==> src/rtl/cash_pkg.sv <==
// Shared types and default denominations for the vending credit path.
package cash_pkg;

  typedef enum logic [1:0] {
    IDLE,
    COLLECT,
    VEND,
    REFUND
  } cash_state_e;

  localparam int unsigned UNIT     = 5;
  localparam int unsigned MAX_NOTE = 20;
  localparam int unsigned PRICE    = 30;

endpackage

==> src/rtl/note_validator.sv <==
// Combinational denomination check: nonzero, a multiple of UNIT, and no larger than MAX_NOTE.
module note_validator #(
  parameter int unsigned UNIT     = cash_pkg::UNIT,
  parameter int unsigned MAX_NOTE = cash_pkg::MAX_NOTE,
  parameter int unsigned NOTE_W   = 5
) (
  input  logic [NOTE_W-1:0] note_value,
  output logic              valid
);

  logic [31:0] w_value;

  assign w_value = 32'(note_value);
  assign valid   = (w_value != 32'd0) &&
                   ((w_value % UNIT) == 32'd0) &&
                   (w_value <= MAX_NOTE);

endmodule

==> src/rtl/cash_accumulator.sv <==
// Credit accumulator: takes notes over valid/ready, vends at PRICE with change,
// refunds on cancel and counts completed sales. All outputs are registered.
module cash_accumulator #(
  parameter int unsigned PRICE    = cash_pkg::PRICE,
  parameter int unsigned UNIT     = cash_pkg::UNIT,
  parameter int unsigned MAX_NOTE = cash_pkg::MAX_NOTE,
  parameter int unsigned NOTE_W   = 5,
  parameter int unsigned CREDIT_W = 6,
  parameter int unsigned SALES_W  = 8
) (
  input  logic                clock,
  input  logic                reset,
  input  logic                note_valid,
  input  logic [NOTE_W-1:0]   note_value,
  output logic                note_ready,
  input  logic                cancel,
  output logic                reject,
  output logic [CREDIT_W-1:0] credit,
  output logic                vend,
  output logic                change_valid,
  output logic [CREDIT_W-1:0] change,
  output logic [SALES_W-1:0]  sales
);
  import cash_pkg::*;

  // One extra bit so credit + note never wraps before the PRICE compare.
  localparam int unsigned      SUM_W     = CREDIT_W + 1;
  localparam logic [SUM_W-1:0] PRICE_SUM = SUM_W'(PRICE);

  cash_state_e         r_state;
  logic [CREDIT_W-1:0] r_credit;
  logic [CREDIT_W-1:0] r_change;
  logic                r_vend;
  logic                r_change_valid;
  logic                r_reject;
  logic [SALES_W-1:0]  r_sales;

  logic                w_note_ok;
  logic                w_transfer;
  logic [SUM_W-1:0]    w_total;

  note_validator #(
    .UNIT     (UNIT),
    .MAX_NOTE (MAX_NOTE),
    .NOTE_W   (NOTE_W)
  ) u_validator (
    .note_value (note_value),
    .valid      (w_note_ok)
  );

  assign note_ready = (r_state == IDLE) || (r_state == COLLECT);
  assign w_transfer = note_valid && note_ready;
  assign w_total    = {1'b0, r_credit} + SUM_W'(note_value);

  always_ff @(posedge clock or posedge reset) begin
    if (reset) begin
      r_state        <= IDLE;
      r_credit       <= '0;
      r_change       <= '0;
      r_vend         <= 1'b0;
      r_change_valid <= 1'b0;
      r_reject       <= 1'b0;
      r_sales        <= '0;
    end else begin
      r_vend         <= 1'b0;
      r_change_valid <= 1'b0;
      r_change       <= '0;
      r_reject       <= 1'b0;
      case (r_state)
        IDLE, COLLECT: begin
          // A note arriving alongside cancel is refused, even in IDLE.
          if (w_transfer && (cancel || !w_note_ok)) begin
            r_reject <= 1'b1;
          end
          if (cancel && (r_state == COLLECT)) begin
            r_state        <= REFUND;
            r_change_valid <= 1'b1;
            r_change       <= r_credit;
            r_credit       <= '0;
          end else if (w_transfer && w_note_ok && !cancel) begin
            if (w_total >= PRICE_SUM) begin
              r_state        <= VEND;
              r_vend         <= 1'b1;
              r_change_valid <= 1'b1;
              r_change       <= CREDIT_W'(w_total - PRICE_SUM);
              r_credit       <= '0;
              r_sales        <= r_sales + SALES_W'(1);
            end else begin
              r_state  <= COLLECT;
              r_credit <= CREDIT_W'(w_total);
            end
          end
        end
        default: r_state <= IDLE;
      endcase
    end
  end

  assign credit       = r_credit;
  assign change       = r_change;
  assign vend         = r_vend;
  assign change_valid = r_change_valid;
  assign reject       = r_reject;
  assign sales        = r_sales;

endmodule

==> config.mk <==
export PLATFORM = sky130hd
export DESIGN_NAME = cash_accumulator
export DESIGN_NICKNAME = d
export VERILOG_FILES = /design/src/rtl/cash_pkg.sv /design/src/rtl/note_validator.sv /design/src/rtl/cash_accumulator.sv
export SDC_FILE = /design/constraint.sdc
export NUM_CORES = 1
export LEC_CHECK = 0
export BUFFER_PORTS_ARGS = -buffer_cell sky130_fd_sc_hd__buf_2
export CAP_MARGIN = 15
export CORE_MARGIN = 5
export CORE_UTILIZATION = 50
export DETAILED_ROUTE_END_ITERATION = 8
export HOLD_SLACK_MARGIN = 0.15
export MAX_ROUTING_LAYER = met4
export PLACE_DENSITY = 0.72
export SLEW_MARGIN = 20
export SYNTH_ARGS = -nofsm -noshare
export SYNTH_HDL_FRONTEND = slang
export SYNTH_SLANG_ARGS = --single-unit
==> constraint.sdc <==
create_clock -name clock -period 2.5 [get_ports clock]
set_input_delay 0.5 -clock clock [delete_from_list [all_inputs] [get_ports clock]]
set_output_delay 0.5 -clock clock [all_outputs]
set_load 0.005 [all_outputs]
* After elaboration in Yosys (flattened, before gate mapping)
Cells that the tools add are included.
** Operators by class
- Muxes and demuxes :: 19
- $add $sub $neg :: 3
- Eq/ne operators :: 2
- Magnitude comparators :: 2
- Reduce and logical (&&, ||, !) cells :: 18
- Div/mod/pow operators :: 1
- Bitwise gates (word level) :: 1
** Operator list (number)
- $mux 6 :: 7
- $logic_not 32->1 :: 1
- $mod 5x3->32 const B :: 1
- $reduce_bool 32->1 :: 1
- $add 8x1->8 const B :: 1
- $mux 1 :: 8
- $mux 2 :: 4
- $add 6x5->7 :: 1
- $ge 7x5->1 const B :: 1
- $logic_and 1x1->1 :: 7
- $sub 6x5->6 const B :: 1
- $le 5x5->1 const B :: 1
- $reduce_and 4->1 :: 1
- $ne 3x3->1 const B :: 1
- $eq 2x1->1 const B :: 1
- $logic_not 1->1 :: 2
- $logic_not 2->1 :: 1
- $logic_or 1x1->1 :: 2
- $reduce_and 2->1 :: 1
- $reduce_bool 2->1 :: 1
- $reduce_or 2->1 :: 1
- $not 1->1 :: 1
** Storage, ports and cells
- Input port bits :: 9
- Logic and storage cells :: 53
- Output and inout bits :: 24
- Flip-flop bits (word level) :: 25

* Depth between registers and ports, before layout
Gate-level depths: netlist (run 1).
- Word-level depth :: 9
- Mapped depth :: 18
- Depth with buffers taken out :: 16

* Modules after synthesis
From an unflattened synthesis (run 1), not the netlist that was laid out.
** Unflattened totals
- Cell total of the unflattened synthesis :: 201
- Area total of the unflattened synthesis :: 1916.8 sq um
** By module, submodules not included
- cash_accumulator :: seq. area each 625.6 sq um, area each 1365.1 sq um, instances 1, cells an instance 122
- note_validator :: seq. area each 0.0 sq um, area each 551.8 sq um, instances 1, cells an instance 79

* Least setup slack after synthesis (run 1)
OpenSTA, ideal clock, no wires.
- Path type :: input to register
- From :: input port note_value[3]
- To :: register r_sales[1] (netlist: sales[1])
- Setup time :: 0.127 ns
- Cell stages on the path :: 17
- Slack :: -1.733 ns
- Data required time :: 2.373 ns
- Arrival :: 4.105 ns
- Buffers on the path :: 2
- Path through :: clkbuf_1 > nor2_1 > inv_1 > ha_1 > o21bai_2 > a221oi_4 > nand3_2 > xnor2_1 > ha_1 > nor4_1 > a211oi_1 > a2111oi_2 > o311ai_4 > or2_1 > buf_6 > inv_2 > mux2_1
** On the way
- Longest elaborated chain between the ends :: 7
- Elaborated cells on any way between the ends :: 11
- Classes of those cells :: add/sub: 1; div: 1; order compare: 2; reduce/logical: 7
** Ends and longest elaborated chain
- start: declaration :: line cash_accumulator.sv:14 : input logic [NOTE_W-1:0] note_value,
- $mod 5x3->32 :: line note_validator.sv:15 : ((w_value % UNIT) == 32'd0) &&
- $logic_not 32->1 :: line note_validator.sv:15
- $logic_and 1x1->1 :: line note_validator.sv:14 : assign valid = (w_value != 32'd0) &&
- $logic_and 1x1->1 :: line note_validator.sv:15
- $logic_and 1x1->1 (2 in a row) :: line cash_accumulator.sv:80 : end else if (w_transfer && w_note_ok && !cancel) begin
- $reduce_and 4->1 (no source line) *
- end signal: assignment :: line cash_accumulator.sv:87 : r_sales <= r_sales + SALES_W'(1);
- end: declaration :: line cash_accumulator.sv:36 : logic [SALES_W-1:0] r_sales;
Every way passes the cells marked *; elsewhere a longest branch is shown, timed or not.
A chain may end at the register's enable or synchronous reset.

* Worst setup path in the final report (run 1)
- From :: input port note_value[2]
- To :: register r_sales[1] (netlist: sales[1])
The elaborated chain is that of the path after synthesis.

==> results of run 1 <==
==> power by group through the flow <==
stage | clock, W | combinational (W) | sequential [W]
6_report | 0.000232 | 0.00110 | 0.000498
5_1_grt | 0.000259 | 0.00120 | 0.000505
4_1_cts | 0.000236 | 0.00101 | 0.000497
3_5_place_dp | 0 | 0.000951 | 0.000504
3_3_place_gp | 0 | 0.000934 | 0.000504
2_1_floorplan | 0 | 0.000505 | 0.000508
==> metrics by stage <==
stage               TNS, ns  total power [W]
floorplan            -25.70          0.00101
global placement     -25.77          0.00144
detailed placement   -28.28          0.00145
CTS                  -19.37          0.00174
global route         -23.58          0.00196
finish               -20.60          0.00183
==> cells in the mapped netlist (all sizes together), types with 2 or more instances <==
| library cell | number | area share |
|---|---|---|
| xnor2 | 6 | 0.028 |
| xor2 | 9 | 0.043 |
| inv | 12 | 0.024 |
| ha | 12 | 0.081 |
| nand2 | 16 | 0.032 |
| nor3b | 2 | 0.0081 |
| a21oi | 12 | 0.032 |
| nor3 | 6 | 0.016 |
| nor4 | 5 | 0.017 |
| mux2i | 2 | 0.011 |
| a211oi | 2 | 0.0081 |
| nor2b | 6 | 0.020 |
| and3 | 4 | 0.013 |
| or2 | 2 | 0.0067 |
| dfrtp | 25 | 0.34 |
| nand3 | 18 | 0.051 |
| o21ai | 14 | 0.038 |
| nor2 | 6 | 0.012 |
| nand4 | 3 | 0.010 |
| o21bai | 2 | 0.010 |
| nand2b | 4 | 0.018 |
| a21boi | 3 | 0.012 |
| a221oi | 2 | 0.019 |
| buf | 4 | 0.013 |
| and3b | 2 | 0.0094 |
| clkbuf | 4 | 0.0081 |
==> worst reg2reg max path, stage by stage (launching register included) <==
cell	delay (ns)
dfrtp_1	0.39
ha_1	0.21
fa_1	0.40
xor2_1	0.17
ha_1	0.24
inv_1	0.09
nor3_1	0.07
a32oi_1	0.14
and4_1	0.30
buf_4	0.27
or3b_4	0.41
a21oi_2	0.12
==> cell type report <==
| class | count | area share |
|---|---|---|
| Multi-Input combinational cell | 157 | 0.480 |
| Tap cell | 48 | 0.0209 |
| Clock buffer | 4 | 0.0157 |
| Inverter | 12 | 0.0165 |
| Timing Repair Buffer | 101 | 0.250 |
| Sequential cell | 25 | 0.218 |
==> cells by family (layout without fill, tap and decap cells) <==
group / after synthesis / in the layout / synth area share
compound gates: 48 / 48 / 0.198
simple gates: 78 / 78 / 0.240
xor+xnor: 15 / 15 / 0.0709
mux: 3 / 3 / 0.0169
buf+inv: 20 / 117 / 0.0459
fa+ha+maj: 13 / 13 / 0.0918
flops: 25 / 25 / 0.337
==> state kept, by name, indices dropped and copies added (netlist names) <==
name          count
sales             8
change            6
credit            6
r_state           2
change_valid      1
reject            1
vend              1
==> final timing paths <==
kind,endpoint,slack [ns],cells after the start
worst max-delay path,sales[1],-0.98,18
min in group clock,r_state[0],0.45,1
worst min register to register,r_state[0],0.45,1
max in group asynchronous,change[5],2.00,3
worst max register to register,r_state[0],-0.37,11
worst min-delay path,r_state[0],0.26,3
==> what timing repair did <==
action,CTS,global route
pin swaps,13,20
gates resized for setup,24,21
endpoints found under the setup margin,25,25
buffers inserted,9,6
hold buffers,0,0
==> metal layers <==
layer	vias up	routed length, um	global-route usage
met5	-	0	-
met4	0	108	0.0605
met3	12	301	0.0355
met2	75	2680	0.326
met1	930	2440	0.286
li1	934	-	-
==> flow_summary.json, run 1 <==
{
  "outcome": "complete, but fails checks",
  "violations": "setup timing",
  "clk_latency_ns": 0.27,
  "critPathBufInv": 5,
  "async_reset_ff_frac": 1.00,
  "num-nets-final": 322,
  "finalSetupViolCount": 25,
  "drc": 0,
  "synth-edff-count": 0,
  "holdWs_ns": 0.260,
  "ys_ff_latch": 25,
  "crit_chain": "buf_8 > buf_12 > nor2_4 > inv_2 > ha_4 > o21bai_4 > a221oi_4 > nand3_2 > xnor2_2 > ha_4 > nor3_2 > a21oi_2 > a2111oi_2 > buf_4 > o311ai_4 > or2_4 > inv_4 > mux2_4",
  "fp.coreArea_mm2": 0.00363,
  "syn_avg_cell_area_um2": 9.18,
  "ant_nets": 0,
  "dominantRegCellSynth": "dfrtp_1",
  "ir_drop_uv": 579,
  "dieArea_mm2": 0.00503,
  "grt_max_degree": 26,
  "area_growth_pct": 55.1,
  "drtIter0Drc": 128,
  "worstPathArrival_ns": 3.64,
  "clk_path_buf_depth": 2,
  "globalRouteTotalUtil": 0.211,
  "wire_per_inst_um": 15.9,
  "comb_power_share": 0.601,
  "clkSinkCount": 25,
  "mostFrequentLayoutCells": "buf_4, buf_2, dfrtp_1",
  "rows": 22,
  "endpoint_kind": "flop",
  "switching_power_w": 0.000720,
  "synth_nets": 224,
  "start_util": 0.510,
  "grt_pass1_vias": 1841,
  "hold_viol_final": 0,
  "hold_class": "input port to asynchronous set/reset pin",
  "cp_common_cell": "ha_4",
  "crit_fanout": 4,
  "postPlaceCellArea_mm2": 0.00253,
  "die_height_um": 70.9,
  "syn-instance-count": 202,
  "timing_worst_slew_pin_value_ns": 0.521,
  "timing.final.crit_share": 1.39,
  "ios": 33,
  "layout_setup_ws_ns": -0.983,
  "dieWidth_um": 70.9,
  "io_buffers": 32,
  "clk_pin_slew_ns": 0.08,
  "regArea_um2": 626,
  "ys_seq_area_frac": 0.337,
  "cts_tree": "done",
  "syn-cell-area_mm2": 0.00185,
  "p_leak_nw": 1.48,
  "cp-start-kind": "input port",
  "yosysWarnings": 0,
  "p_clk_frac": 0.127,
  "slowest_stage": "a2111oi_2",
  "layout_commonest_cell": "buf_4",
  "first_pass_iters": 5,
  "wirelength_mm": 5.52,
  "max_stage_delay_ns": 0.40,
  "viasPerCell": 5.62,
  "seqPwrFrac": 0.272,
  "final_cell_area_mm2": 0.00288,
  "intPower_w": 0.00111,
  "antenna_found_initial": 0,
  "rsz0062_at_grt": "yes",
  "nFillCells": 241,
  "crit_required_ns": 2.66,
  "maxCapViolations": 0,
  "final_util": 0.791,
  "timing.final.crit_period_ns": 3.48,
  "multi_input_area_mm2": 0.00138,
  "p_sw_frac": 0.394,
  "cp_top_family": "compound AO/OA/AOI/OAI gates",
  "overflow": 0,
  "grt_pass1_wl_mm": 8.44,
  "cts_buffers": 3,
  "worst-setup-path-type": "input port to flop",
  "antenna_cells": 0,
  "synth_cell_types": 53,
  "timing.fmax_ghz": 0.287,
  "cts_root_buf": "clkbuf_8",
  "drive_above_1_share": 0.495,
  "r2r_start": "credit[0]",
  "relSlewSlack": 0.652,
  "final_cells": 347,
  "num_vias": 1951,
  "dpl.hpwl_mm": 3.62,
  "h-tree-depth": 1,
  "worstSetupStartpoint": "note_value[2]",
  "skew_ns": 0.00659,
  "p_per_area_mw_per_mm2": 636,
  "place_congestion": 0.868,
  "placed_cells": 331,
  "post-place-ws_ns": -1.29,
  "report.final.slew_viol_count": 0
}
Note: power is estimated with default switching activity, not from simulation.
==> run 2: changes to the inputs <==
- CORE_UTILIZATION: 50 -> 43
- PLACE_DENSITY: 0.72 -> 0.64
==> flow_summary.json, run 2 (synthesis results as in run 1) <==
{
  "first_pass_iters": 4,
  "cts_hold_buf": 0,
  "crit_required_ns": 2.65,
  "die_height_um": 75.7,
  "worst-setup-path-type": "input port to flop",
  "rsz0062_at_grt": "yes",
  "holdWs_ns": 0.275,
  "largest_register_ff_count": 8,
  "wl_met1_mm": 2.62,
  "overflow": 0,
  "rrSetupSlack_ns": -0.33,
  "r2r_start": "credit[0]",
  "place_congestion": 0.859,
  "hold_viol_final": 0,
  "wirelength_mm": 5.60,
  "worstPathArrival_ns": 3.57,
  "r2r_end": "r_state[0]",
  "num_vias": 1892,
  "timing.final.crit_share": 1.37,
  "routed.top_layer": "met4",
  "drtIter0Drc": 104,
  "antenna_cells": 0,
  "report.final.slew_viol_count": 0,
  "area_growth_pct": 58.6,
  "clkSinkCount": 25,
  "wl_met3_um": 214,
  "layout_setup_ws_ns": -0.922,
  "h-tree-depth": 1,
  "clk_pin_slew_ns": 0.09,
  "p_leak_nw": 1.49,
  "viasPerCell": 5.45,
  "grt_pass1_vias": 1916,
  "finalPower_w": 0.00190,
  "dr_wl_met2_mm": 2.75,
  "drive_above_1_share": 0.519,
  "antenna_found_initial": 0,
  "cp-start-kind": "input port",
  "ant_nets": 0,
  "cts_buffers": 3,
  "reg2reg_depth": 10,
  "grt_pass1_wl_mm": 8.95,
  "wire_per_inst_um": 16.1,
  "ios": 33,
  "grt_max_degree": 26,
  "globalRouteTotalUtil": 0.208,
  "setup_tns_ns": -20.08,
  "violations": "setup timing",
  "outcome": "complete, but fails checks",
  "timing.final.crit_period_ns": 3.42,
  "p_per_area_mw_per_mm2": 645,
  "timing_worst_slew_pin_value_ns": 0.572,
  "mostFrequentLayoutCells": "buf_4, buf_2, dfrtp_1",
  "dpl.hpwl_mm": 3.92,
  "rows": 23,
  "fp.coreArea_mm2": 0.00409,
  "ir_drop_uv": 500,
  "skew_ns": 0.00786,
  "start_util": 0.454,
  "endpoint_kind": "flop",
  "final_cells": 347,
  "maxCapViolations": 0,
  "io_buffers": 32,
  "placed_cells": 336,
  "clk_latency_ns": 0.27,
  "final_util": 0.720,
  "num-nets-final": 320,
  "timing.fmax_ghz": 0.292,
  "cts_root_buf": "clkbuf_8",
  "dieArea_mm2": 0.00573,
  "layout_commonest_cell": "buf_4",
  "cts_tree": "done",
  "hold_class": "input port to asynchronous set/reset pin",
  "crit_fanout": 4,
  "dieWidth_um": 75.7,
  "drc": 0,
  "clk_path_buf_depth": 2,
  "finalSetupViolCount": 25,
  "worstSetupStartpoint": "note_value[2]",
  "relSlewSlack": 0.618
}
-- run 2: worst max-delay path by stage --
stage | slack (ns) | to | cells after the start
finish | -0.92 | sales[1] | 17
floorplan | -1.35 | sales[1] | 17
global route | -1.05 | sales[1] | 17
CTS | -0.92 | sales[1] | 18
global placement | -1.17 | sales[1] | 17
detailed placement | -1.36 | sales[6] | 17
-- run 2: through the flow --
| step | area, um2 | setup slack, ns |
|---|---|---|
| after floorplan | 1940 | -1.35 |
| after global placement | 2560 | -1.17 |
| after detailed placement | 2560 | -1.36 |
| after CTS | 2800 | -0.923 |
| after global routing | 2940 | -1.05 |
| final | 2940 | -0.922 |
-- run 2: repair_timing --
action                     4_1_cts  5_1_grt
pin swaps                       14       25
gates resized for setup         29       33
buffers inserted                 6        5
setup endpoints to repair       25       25
cloned                           0        1
-- run 2: critical path, stage by stage --
cell,delay (ns)
buf_8,0.11
buf_12,0.12
nor2_4,0.09
inv_2,0.05
ha_4,0.20
o21bai_4,0.19
a221oi_4,0.32
nand3_2,0.14
xnor2_2,0.26
ha_4,0.23
buf_6,0.12
a211oi_4,0.05
a2111oi_4,0.41
o311ai_4,0.16
or2_4,0.27
inv_4,0.06
mux2_4,0.29
-- run 2: cell type report --
class / instances / area [um2]
fillers: 288 / 1150
flip-flops and latches: 25 / 626
repair buffers: 99 / 707
well taps: 50 / 62.6
inverters: 12 / 47.5
clock buffers: 4 / 45.0
multi-input cells: 157 / 1450
-- run 2: power breakdown --
group,internal (W),switching [W]
Clock,0.000114,0.000122
Combinational,0.000554,0.000607
Sequential,0.000454,0.0000457
Total,0.00112,0.000774
-- run 2: routing by layer --
metal / vias up / track usage
met5: - / -
met4: 0 / 0.0175
met1: 926 / 0.274
met3: 2 / 0.0343
met2: 38 / 0.353
li1: 926 / -
==> run 3: changes to the inputs <==
- CORE_MARGIN: 5 -> not set
==> flow_summary.json, run 3 (synthesis results as in run 1) <==
{
  "outcome": "complete, but fails checks",
  "violations": "setup timing",
  "grt_pass1_wl_mm": 8.38,
  "comb_power_share": 0.594,
  "num-nets-final": 320,
  "globalRouteTotalUtil": 0.255,
  "grt_max_degree": 26,
  "final_cell_area_mm2": 0.00288,
  "worst-setup-path-type": "input port to flop",
  "io_buffers": 32,
  "hold_class": "input port to asynchronous set/reset pin",
  "cts_root_buf": "clkbuf_8",
  "seqPwrFrac": 0.268,
  "p_sw_frac": 0.399,
  "dieArea_mm2": 0.00458,
  "ios": 33,
  "layout_setup_ws_ns": -0.824,
  "layout_commonest_cell": "buf_4",
  "grt_pass1_vias": 1764,
  "timing_worst_slew_pin_value_ns": 0.569,
  "p_per_area_mw_per_mm2": 648,
  "switching_power_w": 0.000745,
  "cp-start-kind": "input port",
  "cts_buffers": 3,
  "final_cells": 347,
  "viasPerCell": 5.28,
  "crit_fanout": 4,
  "relSlewSlack": 0.620,
  "intPower_w": 0.00112,
  "h-tree-depth": 1,
  "dpl.hpwl_mm": 3.70,
  "placed_cells": 338,
  "ir_drop_uv": 531,
  "p_clk_frac": 0.138,
  "finalSetupViolCount": 25,
  "clk_latency_ns": 0.28,
  "hold_viol_final": 0,
  "cts_tree": "done",
  "wirelength_mm": 5.12,
  "area_growth_pct": 55.4,
  "reg2reg_depth": 10,
  "worstPathArrival_ns": 3.50,
  "start_util": 0.457,
  "drtIter0Drc": 104,
  "endpoint_kind": "flop",
  "dieWidth_um": 67.7,
  "clkSinkCount": 25,
  "timing.final.crit_period_ns": 3.32,
  "num_vias": 1833,
  "place_congestion": 0.790,
  "ant_nets": 0,
  "largest_register_ff_count": 8,
  "clk_path_buf_depth": 2,
  "crit_required_ns": 2.68,
  "clk_pin_slew_ns": 0.09,
  "overflow": 0,
  "postPlaceCellArea_mm2": 0.00257,
  "antenna_found_initial": 0,
  "drc": 0,
  "antenna_cells": 0,
  "timing.final.crit_share": 1.33,
  "wire_per_inst_um": 14.7,
  "report.final.slew_viol_count": 0,
  "mostFrequentLayoutCells": "buf_4, buf_2, dfrtp_1",
  "fp.coreArea_mm2": 0.00406,
  "rows": 23,
  "p_leak_nw": 1.46,
  "timing.fmax_ghz": 0.301,
  "holdWs_ns": 0.244,
  "drive_above_1_share": 0.492,
  "first_pass_iters": 4,
  "post-place-ws_ns": -1.29,
  "maxCapViolations": 0,
  "skew_ns": 0.00407,
  "rsz0062_at_grt": "yes",
  "die_height_um": 67.7
}
-- run 3: changes by cell type in the layout (fill, tap and decap cells not counted), sizes merged --
cell      delta
clkbuf       -1
clkinvlp     +1
-- run 3: path summary, 6_finish.rpt --
path                               start    endpoint  slack, ns
min in group clock            r_state[1]  r_state[0]       0.44
min reg2reg                   r_state[1]  r_state[0]       0.44
max                        note_value[4]    sales[1]      -0.82
min                                reset    sales[0]       0.24
max reg2reg                    credit[0]  r_state[0]      -0.42
max in group asynchronous          reset      reject       2.01
-- run 3: what timing repair did --
item | CTS | global route
setup buffers | 3 | 3
gates resized for setup | 31 | 12
pin swaps | 16 | 8
setup endpoints to repair | 25 | 25
hold buffers | 0 | 0
-- run 3: layer usage --
layer | global-route usage | part of all wire
met5 | - | 0
met4 | 0.0718 | 0.011
met3 | 0.0220 | 0.021
met2 | 0.406 | 0.49
met1 | 0.345 | 0.48
-- run 3: metrics by stage --
| stage | power (W) | TNS, ns | utilization |
|---|---|---|---|
| after global placement | 0.00148 | -26.51 | 0.634 |
| after detailed placement | 0.00149 | -27.90 | 0.634 |
| after global routing | 0.00200 | -22.62 | 0.710 |
| after CTS | 0.00181 | -17.00 | 0.689 |
| after floorplan | 0.00101 | -25.70 | - |
| final | 0.00187 | -18.03 | 0.710 |
-- run 3: critical path, cell delays in order --
cell	delay, ns
buf_4	0.11
nor2b_4	0.15
a21oi_2	0.08
ha_2	0.19
or2_4	0.25
a221oi_4	0.27
nand3_2	0.14
xnor2_2	0.19
ha_4	0.21
buf_6	0.13
a211oi_4	0.23
o311a_1	0.26
o311ai_4	0.14
or2_4	0.29
inv_4	0.06
mux2_4	0.29
-- run 3: power groups by stage --
stage	sequential, W	clock, W	combinational (W)
after floorplan	0.000508	0	0.000505
after global placement	0.000506	0	0.000971
after detailed placement	0.000506	0	0.000979
after CTS	0.000499	0.000259	0.00105
after global routing	0.000511	0.000275	0.00122
final	0.000501	0.000257	0.00111
-- run 3: final cells by class --
| class | count | area (um2) |
|---|---|---|
| multi-input combinational | 157 | 1400 |
| fill | 333 | 1180 |
| timing repair buffer | 99 | 696 |
| sequential | 25 | 626 |
| tap | 50 | 62.6 |
| inverter | 12 | 47.5 |
| clock buffer | 3 | 41.3 |
| clock inverter | 1 | 7.51 |
